### src/rtl/npu_sched.sv
// npu_sched: layer scheduler for the NPU.
// Host commands go into a small FIFO. Each command describes one layer and is
// handed to the local-memory controller as a registered configuration plus a
// one-cycle LM_START pulse. The FSM then waits for LM_FINISH, with a timeout
// that flushes the queue and raises a sticky error.
module npu_sched #(
    parameter int unsigned DEPTH   = 4,
    parameter int unsigned TO_W    = 16,
    parameter int unsigned TIMEOUT = 16'hFFFF
) (
    input  logic                    CLK,
    input  logic                    RESET_X,
    input  logic                    SOFT_RESET,
    input  logic                    CMD_WR,
    input  logic [1:0]              CMD_A_SEL,
    input  logic [1:0]              CMD_B_SEL,
    input  logic [1:0]              CMD_C_SEL,
    input  logic [9:0]              CMD_M1POS,
    input  logic [9:0]              CMD_M1SIZE,
    input  logic [9:0]              CMD_M2POS,
    input  logic [9:0]              CMD_M3POS,
    input  logic                    RUN,
    input  logic                    ERR_CLR,
    output logic [$clog2(DEPTH):0]  CMD_CNT,
    output logic                    CMD_FULL,
    output logic                    BUSY,
    output logic                    DONE,
    output logic                    ERR,
    output logic                    OVF,
    output logic [7:0]              LAYER_CNT,
    output logic                    LM_START,
    input  logic                    LM_FINISH,
    output logic [1:0]              MSEL_INPUTA_SEL,
    output logic [1:0]              MSEL_INPUTB_SEL,
    output logic [1:0]              MSEL_OUTPUTC_SEL,
    output logic [9:0]              M1POS,
    output logic [9:0]              M1SIZE,
    output logic [9:0]              M2POS,
    output logic [9:0]              M3POS
);

    localparam int unsigned AW    = $clog2(DEPTH);
    localparam int unsigned CW    = $clog2(DEPTH) + 1;
    localparam int unsigned CMD_W = 46;

    // The counter is compared before its increment, so the error fires on the
    // cycle in which the count would reach TIMEOUT-1.
    localparam logic [TO_W-1:0] TO_LAST  = TO_W'(TIMEOUT - 2);
    localparam logic [CW-1:0]   CNT_FULL = CW'(DEPTH);

    typedef enum logic [1:0] {
        ST_IDLE  = 2'd0,
        ST_LOAD  = 2'd1,
        ST_ISSUE = 2'd2,
        ST_WAIT  = 2'd3
    } state_t;

    state_t             state_reg;
    state_t             state_next;

    logic [CMD_W-1:0]   mem [DEPTH];
    logic [AW-1:0]      wr_ptr_reg;
    logic [AW-1:0]      wr_ptr_next;
    logic [AW-1:0]      rd_ptr_reg;
    logic [AW-1:0]      rd_ptr_next;
    logic [CW-1:0]      cnt_reg;
    logic [CW-1:0]      cnt_next;
    logic [TO_W-1:0]    to_cnt_reg;
    logic [7:0]         layer_cnt_reg;
    logic               err_reg;
    logic               ovf_reg;
    logic [CMD_W-1:0]   cfg_reg;

    logic               soft_clr;
    logic [CMD_W-1:0]   cmd_word;
    logic               queue_empty;
    logic               queue_full;
    logic               pop;
    logic               push_ok;
    logic               ovf_set;
    logic               issue;
    logic               finish_hit;
    logic               timeout_hit;
    logic               busy_int;
    logic               done_int;

    assign soft_clr = ~SOFT_RESET;
    assign cmd_word = {CMD_A_SEL, CMD_B_SEL, CMD_C_SEL,
                       CMD_M1POS, CMD_M1SIZE, CMD_M2POS, CMD_M3POS};

    // Queue control. A push is accepted while full only when the head is
    // being popped in the same cycle, so the slot it frees is reused at once.
    assign queue_empty = (cnt_reg == '0);
    assign queue_full  = (cnt_reg == CNT_FULL);
    assign pop         = (state_reg == ST_LOAD) && !queue_empty;
    assign push_ok     = CMD_WR && (!queue_full || pop);
    assign ovf_set     = CMD_WR && !push_ok;

    // State register.
    always_ff @(posedge CLK or negedge RESET_X) begin
        if (!RESET_X) begin
            state_reg <= ST_IDLE;
        end else if (soft_clr) begin
            state_reg <= ST_IDLE;
        end else begin
            state_reg <= state_next;
        end
    end

    // Next-state logic; RUN is only consulted at layer boundaries, so a
    // layer in flight always runs to completion.
    always_comb begin
        state_next = state_reg;
        case (state_reg)
            ST_IDLE: begin
                if (RUN && !queue_empty && !err_reg) begin
                    state_next = ST_LOAD;
                end
            end
            ST_LOAD: begin
                state_next = ST_ISSUE;
            end
            ST_ISSUE: begin
                state_next = ST_WAIT;
            end
            ST_WAIT: begin
                if (LM_FINISH) begin
                    state_next = (RUN && !queue_empty) ? ST_LOAD : ST_IDLE;
                end else if (to_cnt_reg == TO_LAST) begin
                    state_next = ST_IDLE;
                end
            end
            default: begin
                state_next = ST_IDLE;
            end
        endcase
    end

    // FSM outputs. Pulses are masked while the synchronous reset is held so
    // the controller never sees a handshake from a state about to be cleared.
    always_comb begin
        issue       = 1'b0;
        finish_hit  = 1'b0;
        timeout_hit = 1'b0;
        busy_int    = 1'b0;
        done_int    = 1'b0;
        case (state_reg)
            ST_IDLE: begin
                busy_int = 1'b0;
            end
            ST_LOAD: begin
                busy_int = 1'b1;
            end
            ST_ISSUE: begin
                busy_int = 1'b1;
                issue    = 1'b1;
            end
            ST_WAIT: begin
                busy_int    = 1'b1;
                finish_hit  = LM_FINISH;
                timeout_hit = !LM_FINISH && (to_cnt_reg == TO_LAST);
                done_int    = LM_FINISH && queue_empty && !push_ok;
            end
            default: begin
                busy_int = 1'b0;
            end
        endcase
    end

    assign LM_START = issue && SOFT_RESET;
    assign BUSY     = busy_int && SOFT_RESET;
    assign DONE     = done_int && SOFT_RESET;

    // Pointer and occupancy next values; a timeout flush empties the queue
    // by catching the read pointer up to the write pointer.
    always_comb begin
        wr_ptr_next = wr_ptr_reg;
        rd_ptr_next = rd_ptr_reg;
        cnt_next    = cnt_reg;
        if (push_ok) begin
            wr_ptr_next = wr_ptr_reg + AW'(1);
        end
        if (timeout_hit) begin
            rd_ptr_next = wr_ptr_next;
            cnt_next    = '0;
        end else begin
            if (pop) begin
                rd_ptr_next = rd_ptr_reg + AW'(1);
            end
            if (push_ok && !pop) begin
                cnt_next = cnt_reg + CW'(1);
            end else if (!push_ok && pop) begin
                cnt_next = cnt_reg - CW'(1);
            end
        end
    end

    // Queue pointers and occupancy.
    always_ff @(posedge CLK or negedge RESET_X) begin
        if (!RESET_X) begin
            wr_ptr_reg <= '0;
            rd_ptr_reg <= '0;
            cnt_reg    <= '0;
        end else if (soft_clr) begin
            wr_ptr_reg <= '0;
            rd_ptr_reg <= '0;
            cnt_reg    <= '0;
        end else begin
            wr_ptr_reg <= wr_ptr_next;
            rd_ptr_reg <= rd_ptr_next;
            cnt_reg    <= cnt_next;
        end
    end

    // Command storage; contents need no reset because occupancy gates reads.
    always_ff @(posedge CLK) begin
        if (push_ok) begin
            mem[wr_ptr_reg] <= cmd_word;
        end
    end

    // Registered read of the head entry straight into the config outputs.
    // On a full push+pop the old head is read before the slot is overwritten.
    always_ff @(posedge CLK or negedge RESET_X) begin
        if (!RESET_X) begin
            cfg_reg <= '0;
        end else if (soft_clr) begin
            cfg_reg <= '0;
        end else if (pop) begin
            cfg_reg <= mem[rd_ptr_reg];
        end
    end

    // Timeout counter: cleared on issue, counts WAIT cycles without a finish.
    always_ff @(posedge CLK or negedge RESET_X) begin
        if (!RESET_X) begin
            to_cnt_reg <= '0;
        end else if (soft_clr) begin
            to_cnt_reg <= '0;
        end else if (issue || timeout_hit) begin
            to_cnt_reg <= '0;
        end else if ((state_reg == ST_WAIT) && !LM_FINISH) begin
            to_cnt_reg <= to_cnt_reg + TO_W'(1);
        end
    end

    // Completed-layer counter, free-running modulo 256.
    always_ff @(posedge CLK or negedge RESET_X) begin
        if (!RESET_X) begin
            layer_cnt_reg <= '0;
        end else if (soft_clr) begin
            layer_cnt_reg <= '0;
        end else if (finish_hit) begin
            layer_cnt_reg <= layer_cnt_reg + 8'd1;
        end
    end

    // Sticky flags; a setting event in the same cycle as ERR_CLR wins.
    always_ff @(posedge CLK or negedge RESET_X) begin
        if (!RESET_X) begin
            err_reg <= 1'b0;
            ovf_reg <= 1'b0;
        end else if (soft_clr) begin
            err_reg <= 1'b0;
            ovf_reg <= 1'b0;
        end else begin
            if (timeout_hit) begin
                err_reg <= 1'b1;
            end else if (ERR_CLR) begin
                err_reg <= 1'b0;
            end
            if (ovf_set) begin
                ovf_reg <= 1'b1;
            end else if (ERR_CLR) begin
                ovf_reg <= 1'b0;
            end
        end
    end

    assign CMD_CNT   = cnt_reg;
    assign CMD_FULL  = queue_full;
    assign ERR       = err_reg;
    assign OVF       = ovf_reg;
    assign LAYER_CNT = layer_cnt_reg;
    assign {MSEL_INPUTA_SEL, MSEL_INPUTB_SEL, MSEL_OUTPUTC_SEL,
            M1POS, M1SIZE, M2POS, M3POS} = cfg_reg;

endmodule

### config.mk
export PLATFORM = sky130hd
export DESIGN_NAME = npu_sched
export DESIGN_NICKNAME = d
export VERILOG_FILES = /design/src/rtl/npu_sched.sv
export SDC_FILE = /design/constraint.sdc
export NUM_CORES = 1
export LEC_CHECK = 0
export CAP_MARGIN = 10
export CORE_MARGIN = 4
export CORE_UTILIZATION = 53
export DETAILED_ROUTE_END_ITERATION = 8
export PLACE_DENSITY = 0.77
export SLEW_MARGIN = 30
export SYNTH_ARGS = -nofsm -noshare
export SYNTH_HDL_FRONTEND = slang
export SYNTH_SLANG_ARGS = --single-unit
### constraint.sdc
create_clock -name CLK -period 3.3 [get_ports CLK]
set_input_delay 0.66 -clock CLK [delete_from_list [all_inputs] [get_ports CLK]]
set_output_delay 0.66 -clock CLK [all_outputs]
set_load 0.01 [all_outputs]
=== Word-level counts from Yosys, hierarchy flattened ===
Memories as Yosys holds them, arrays and structs flattened.
Cells that the tools add are included.
Widths: inputs -> output; s select.

* Register bits after elaboration: 81
* Memories kept: 1
* Output and inout port bits: 63
* Word-level logic and storage cells: 90
* Memory bits (writable): 184

{| class="wikitable"
|+ Memory list
! memory !! depth !! width !! rd ports !! clocked after Yosys merged registers in !! wr ports !! line !! source
|-
| mem || 4 || 46 || 1 || 0 || 1 || 61 || <nowiki>logic [CMD_W-1:0] mem [DEPTH];</nowiki>
|}

* Add/sub/neg operators: 6
* Reductions and logical operators: 26
* Mux-type cells: 34
* Equality and inequality tests: 14

{| class="wikitable"
|+ Operators with widths
! cell !! number
|-
| $mux 46 || 2
|-
| $mux 16 || 3
|-
| $mux 2 || 9
|-
| $add 16x1->16 const B || 1
|-
| $eq 16x16->1 const B || 1
|-
| $mux 8 || 2
|-
| $logic_and 1x1->1 || 14
|-
| $mux 1 || 12
|-
| $mux 3 || 4
|-
| $ne 3x1->1 const B || 4
|-
| $add 8x1->8 const B || 1
|-
| $pmux 2 s4 || 1
|-
| $logic_not 1->1 || 6
|-
| $add 2x1->2 const B || 2
|-
| $eq 2x2->1 const B || 2
|-
| $ne 2x1->1 const B || 2
|-
| $ne 4x1->1 const B || 1
|-
| $ne 4x4->1 const B || 1
|-
| $add 3x1->3 const B || 1
|-
| $eq 3x3->1 const B || 1
|-
| $logic_not 3->1 || 1
|-
| $ne 3x3->1 const B || 1
|-
| $reduce_or 3->1 || 1
|-
| $sub 3x1->3 const B || 1
|-
| other kinds (5) || 6
|}

=== Depth between registers and ports, before layout ===
Gate-level depths: netlist of the first run.

* Word-level depth: 11
* Depth in mapped cells: 11

=== Least setup slack after synthesis of the first run ===
No wires, ideal clock.

* Kind: register -> register
* From: register state_reg[1]
* To: memory mem[0][0] (enable)
* Library setup time: 0.408 ns
* Arrival: 2.109 ns
* Path buffers: 0
* Data required time: 2.892 ns
* Slack: 0.782 ns
* Stages on the path, launching flop included: 6
* Clock period less this slack: 2.518 ns
* Path through: dfrtp_1 inv_1 ha_1 o21ai_0 inv_1 and2_1

* Cells in the longest elaborated chain, start to end: 6

{| class="wikitable"
|+ RTL lines
! item !! line !! source
|-
| from (decl) || 58 || <nowiki>state_t state_reg;</nowiki>
|-
| from (signal assigned) || 106 || <nowiki>state_reg <= state_next;</nowiki>
|-
| $eq 2x1->1 || 95 || <nowiki>assign pop = (state_reg == ST_LOAD) && !queue_empty;</nowiki>
|-
| $logic_and 1x1->1 || 95 ||
|-
| $logic_or 1x1->1 || 96 || <nowiki>assign push_ok = CMD_WR && (!queue_full || pop);</nowiki>
|-
| $logic_and 1x1->1 || 96 ||
|-
| $mux 1 || 217 || <nowiki>if (push_ok) begin</nowiki>
|-
| $mux 1 (implied by the code) || 218 || <nowiki>mem[wr_ptr_reg] <= cmd_word;</nowiki>
|-
| to (decl) || 61 ||
|}

No other way between the ends.

=== Worst setup path after layout of the first run ===
* From: register cnt_reg[0], in the netlist CMD_CNT[0]
* To: output DONE

* Cells in the longest elaborated chain, start to end: 9
* Elaborated cells between the ends (all ways): 12
* Classes of those cells: eq/ne (1); mux (1); reduce/logical (10)

{| class="wikitable"
|+ RTL lines
! item !! line !! source
|-
| from (decl) || 66 || <nowiki>logic [CW-1:0] cnt_reg;</nowiki>
|-
| from (signal assigned) || 211 || <nowiki>cnt_reg <= cnt_next;</nowiki>
|-
| $logic_not 3->1 || 93 || <nowiki>assign queue_empty = (cnt_reg == '0);</nowiki>
|-
| $logic_not 1->1 || 95 ||
|-
| $logic_and 1x1->1 || 95 ||
|-
| $logic_or 1x1->1 || 96 ||
|-
| $logic_and 1x1->1 || 96 ||
|-
| $logic_not 1->1 || 162 || <nowiki>done_int = LM_FINISH && queue_empty && !push_ok;</nowiki>
|-
| $logic_and 1x1->1 (*) || 162 ||
|-
| $mux 1 (*) || 147 || <nowiki>case (state_reg)</nowiki>
|-
| $logic_and 1x1->1 (*) || 172 || <nowiki>assign DONE = done_int && SOFT_RESET;</nowiki>
|-
| to (decl) || 27 || <nowiki>output logic DONE,</nowiki>
|}

Mark *: on every way between the ends. The rest lies on a longest branch, timed or not.

==> results of run 1 <==
==> final cells by class <==
cell class | instances | area (sq um)
Clock buffer | 40 | 744.5
Clock inverter | 9 | 67.56
Fill cell | 1366 | 6643
Inverter | 11 | 41.29
Multi-Input combinational cell | 357 | 2892
Sequential cell | 265 | 7557
Tap cell | 265 | 331.6
Timing Repair Buffer | 131 | 1314
==> kinds of logic after synthesis <==
group           after synthesis
compound gates               76
xor+xnor                     21
fa+ha+maj                    14
buf+inv                      40
flops                       265
mux                          48
simple gates                198
==> cells in the mapped netlist, drive strengths merged (2+ instances only) <==
| cell type | count |
|---|---|
| a21boi | 47 |
| a31oi | 2 |
| dfrtp | 81 |
| xnor2 | 13 |
| nor2 | 22 |
| o31ai | 2 |
| ha | 13 |
| xor2 | 8 |
| o21ai | 6 |
| nor3 | 6 |
| nand2b | 3 |
| and2 | 15 |
| inv | 11 |
| buf | 14 |
| clkbuf | 15 |
| mux4 | 46 |
| nor2b | 6 |
| nand2 | 117 |
| nor4 | 3 |
| a21oi | 10 |
| edfxtp | 184 |
| and3 | 3 |
| nand3 | 11 |
| nand4 | 5 |
| a211oi | 2 |
| or3 | 2 |
| o211a | 2 |
==> per-stage QoR <==
step / total power [mW] / cells / utilization (%) / hold slack, ps / cell area (sq um)
2_1_floorplan: 5.341 / 662 / - / 364.4 / 10590
3_3_place_gp: 6.022 / 1029 / 61.89 / 522.0 / 12120
3_5_place_dp: 6.102 / 1029 / 61.89 / 529.9 / 12120
4_1_cts: 8.924 / 1078 / 66.03 / 275.0 / 12940
5_1_grt: 9.271 / 1078 / 66.09 / 317.5 / 12950
6_report: 8.827 / 1078 / 66.09 / 249.1 / 12950
==> per-layer routing <==
metal / vias to the layer above / GRT usage, %
met5: - / 0
met4: 0 / 4.348
met3: 30 / 3.464
met2: 175 / 34.89
met1: 3027 / 26.20
li1: 2716 / -
==> final timing paths <==
path	cells past startpoint	to
setup reg to reg	10	CMD_CNT[2]$_DFFE_PN0P_
hold / removal	1	cfg_reg[19]$_DFFE_PN0P_
max in group asynchronous	2	cfg_reg[43]$_DFFE_PN0P_
min in group CLK	2	cfg_reg[2]$_DFFE_PN0P_
hold reg to reg	2	cfg_reg[2]$_DFFE_PN0P_
setup / recovery	6	DONE
==> power by group through the flow <==
| stage | Combinational (mW) | Clock (mW) | Sequential (mW) |
|---|---|---|---|
| 6_report | 1.76 | 2.79 | 4.27 |
| 3_3_place_gp | 1.72 | 0 | 4.30 |
| 2_1_floorplan | 1.07 | 0 | 4.27 |
| 5_1_grt | 1.92 | 3.02 | 4.33 |
| 4_1_cts | 1.78 | 2.86 | 4.28 |
| 3_5_place_dp | 1.76 | 0 | 4.34 |
==> timing repair <==
item                       4_1_cts  5_1_grt
resized for setup                1        2
pin swaps                        0        0
setup endpoints to repair        1        1
hold endpoints to repair         0        0
==> critical path: cells and delay by family, from the launching register on <==
kind | cells | cell delay [ps]
buffers and inverters | 3 | 870
and+or+nand+nor | 2 | 420
AOI/OAI and AO/OA | 1 | 230
DFF | 1 | 440
==> layout by cell type, fill, tap and decap left out, types with 3 or more instances in the layout <==
cell type | netlist | layout
mux4_2 | 46 | 46
xor2_1 | 8 | 8
edfxtp_1 | 184 | 184
inv_1 | 11 | 10
buf_12 | 0 | 4
buf_4 | 2 | 13
o21ai_0 | 6 | 5
a21oi_1 | 10 | 10
clkbuf_16 | 0 | 27
xnor2_1 | 13 | 13
ha_1 | 13 | 13
nor2_1 | 22 | 22
nor2b_1 | 6 | 6
nand2b_1 | 3 | 3
and2_1 | 15 | 11
dfrtp_1 | 81 | 79
clkbuf_1 | 15 | 11
nor3_1 | 6 | 6
clkinv_2 | 0 | 6
clkdlybuf4s50_1 | 0 | 113
a21boi_0 | 47 | 47
nand4_1 | 4 | 4
and2_2 | 0 | 4
nand2_1 | 117 | 117
nand3_1 | 11 | 11
==> flow_metrics.py, run 1 <==
metrics = {
    "pwr": {
        "seqPwrFrac_pct": 48.4,
        "internal_power_mw": 6.539,
        "leakagePower_nw": 4.588,
        "pwr-share-comb_pct": 20.0,
        "power_switching_mw": 2.288,
        "powerDensity_mw_per_mm2": 681.8,
        "swShare_pct": 25.92,
        "ir_worst_vdd_mv": 0.4742,
        "clockPowerShare_pct": 31.6,
    },
    "routing": {
        "ant_nets": 0,
        "drc_errors": 0,
        "post_drt_wl_per_cell_um": 19.90,
        "dr.pass1.iters": 4,
        "wl_met1_mm": 8.822,
        "highest_layer": "met4",
        "via_per_inst": 5.518,
        "wl_met3_mm": 1.166,
        "totalWireLength_mm": 21.45,
        "route.met2.wl_mm": 11.10,
        "vias": 5948,
        "drt_iter0_markers": 443,
    },
    "setup_path": {
        "start_kind": "flip-flop",
        "ff2ff_setup_slack_ps": 940,
        "cp-startpoint": "CMD_CNT[0]$_DFFE_PN0P_",
        "crit_chain": "inv_1 > nand3_1 > o21ai_4 > inv_1 > nor3_1 > clkdlybuf4s50_1",
        "required_ps": 2640,
        "endpoint_kind": "output pin",
        "crit_top_cell": "inv_1",
        "worstPathMaxFanout": 6,
        "max_stage_delay_ps": 570,
        "rr_startpoint": "CMD_CNT[0]$_DFFE_PN0P_",
        "crit_arrival_ps": 2480,
        "slowest_stage": "clkdlybuf4s50_1",
        "crit_type": "flip-flop to output pin",
    },
    "logic_synthesis": {
        "synth_compound_area_share_pct": 5.079,
        "ys_seq_elements": 265,
        "synthCells": 662,
        "yosysSeqAreaShare_pct": 71.30,
        "netlist.area_leader.share_pct": 52.16,
        "synth_nets": 729,
        "yosys.area_share.simple_pct": 8.611,
        "synth-main-ff-cell": "edfxtp_1",
        "yosysWarnings": 0,
        "ys_async_sr_fraction_pct": 30.57,
        "synthMuxAreaShare_pct": 9.981,
        "synth_edf_count": 184,
        "ys_types": 45,
        "synth_top_family_by_area": "multiplexers",
        "syn_area_sq_mm": 0.01059,
        "yosysTopAreaCell": "edfxtp_1",
        "synth_xor_area_share_pct": 1.736,
        "synth.area.top_cells": "edfxtp_1 52%, dfrtp_1 19%, mux4_2 9.8%",
        "synthAdderAreaFrac_pct": 1.725,
        "avgSynthCellArea_sq_um": 16.00,
    },
    "layout": {
        "areaGrowthSynthToFinish_pct": 22.23,
        "largest_reg_flops": 184,
        "drive_gt1_share_pct": 14.15,
        "diodes": 0,
        "nNetsFinal": 860,
    },
    "clock_tree": {
        "clkLatencyLatePin_ps": 520,
        "cts_root_buffer": "clkbuf_16",
        "cts_inserted_buffers": 27,
        "cts_tree": "done",
        "cts_hold_buffers": 0,
        "cts_max_path_buffers": 3,
        "clk_pin_slew_worst_paths_ps": 60,
        "cts_setup_buffers": 0,
        "clock-sinks": 265,
        "cts.htree.levels": 1,
    },
    "timing": {
        "layout_min_cycle_time_ps": 3136,
        "worst_slew_pin_slew_ps": 831.5,
        "fmax_ghz": 0.3189,
        "skew_ps": 6.967,
        "finalHoldViolCount": 0,
        "period_share_pct": 95.03,
        "maxSlewHeadroom_pct": 44.57,
        "setup_viol": 0,
        "fin_tns_setup_ps": 0,
        "drv_slew": 0,
        "setup_ws_ps": 164.0,
    },
    "global_routing": {
        "grt_pass1_wl_mm": 34.78,
        "track_usage_pct": 19.83,
        "grt_overflow_total": 0,
        "grt_max_degree": 64,
        "antenna_found_initial": 0,
        "grt_pass1_vias": 6514,
    },
    "die": {
        "initial_core_util_pct": 54.07,
        "die_h_um": 149.4,
        "core_area_sq_mm": 0.01959,
        "placementRows": 51,
        "io_pins": 116,
        "die_w_um": 149.4,
        "die-area_sq_mm": 0.02231,
    },
    "place": {
        "dpl_worst_slack_ps": 274.8,
        "port_buffers": 115,
        "gp_congestion": 0.9062,
        "hpwl_mm": 13.31,
    },
    "run": {
        "maxCapViolations": 0,
    },
    "worst_hold_path": {
        "hp-class": "input port to asynchronous set/reset pin",
    },
    "outcome": {
        "status": "finished, final reports clean",
    },
}
Power figures use the tool's default switching activity.
==> inputs of run 2 (changes only) <==
--- a/config.mk
+++ b/config.mk
@@ -5,6 +5,7 @@
 export SDC_FILE = /design/constraint.sdc
 export NUM_CORES = 1
 export LEC_CHECK = 0
+export ABC_CLOCK_PERIOD_IN_PS = 3300
 export CAP_MARGIN = 10
 export CORE_MARGIN = 4
 export CORE_UTILIZATION = 53
==> results of run 2 <==
Final layout, timing and power as in run 1 (identical DEF).
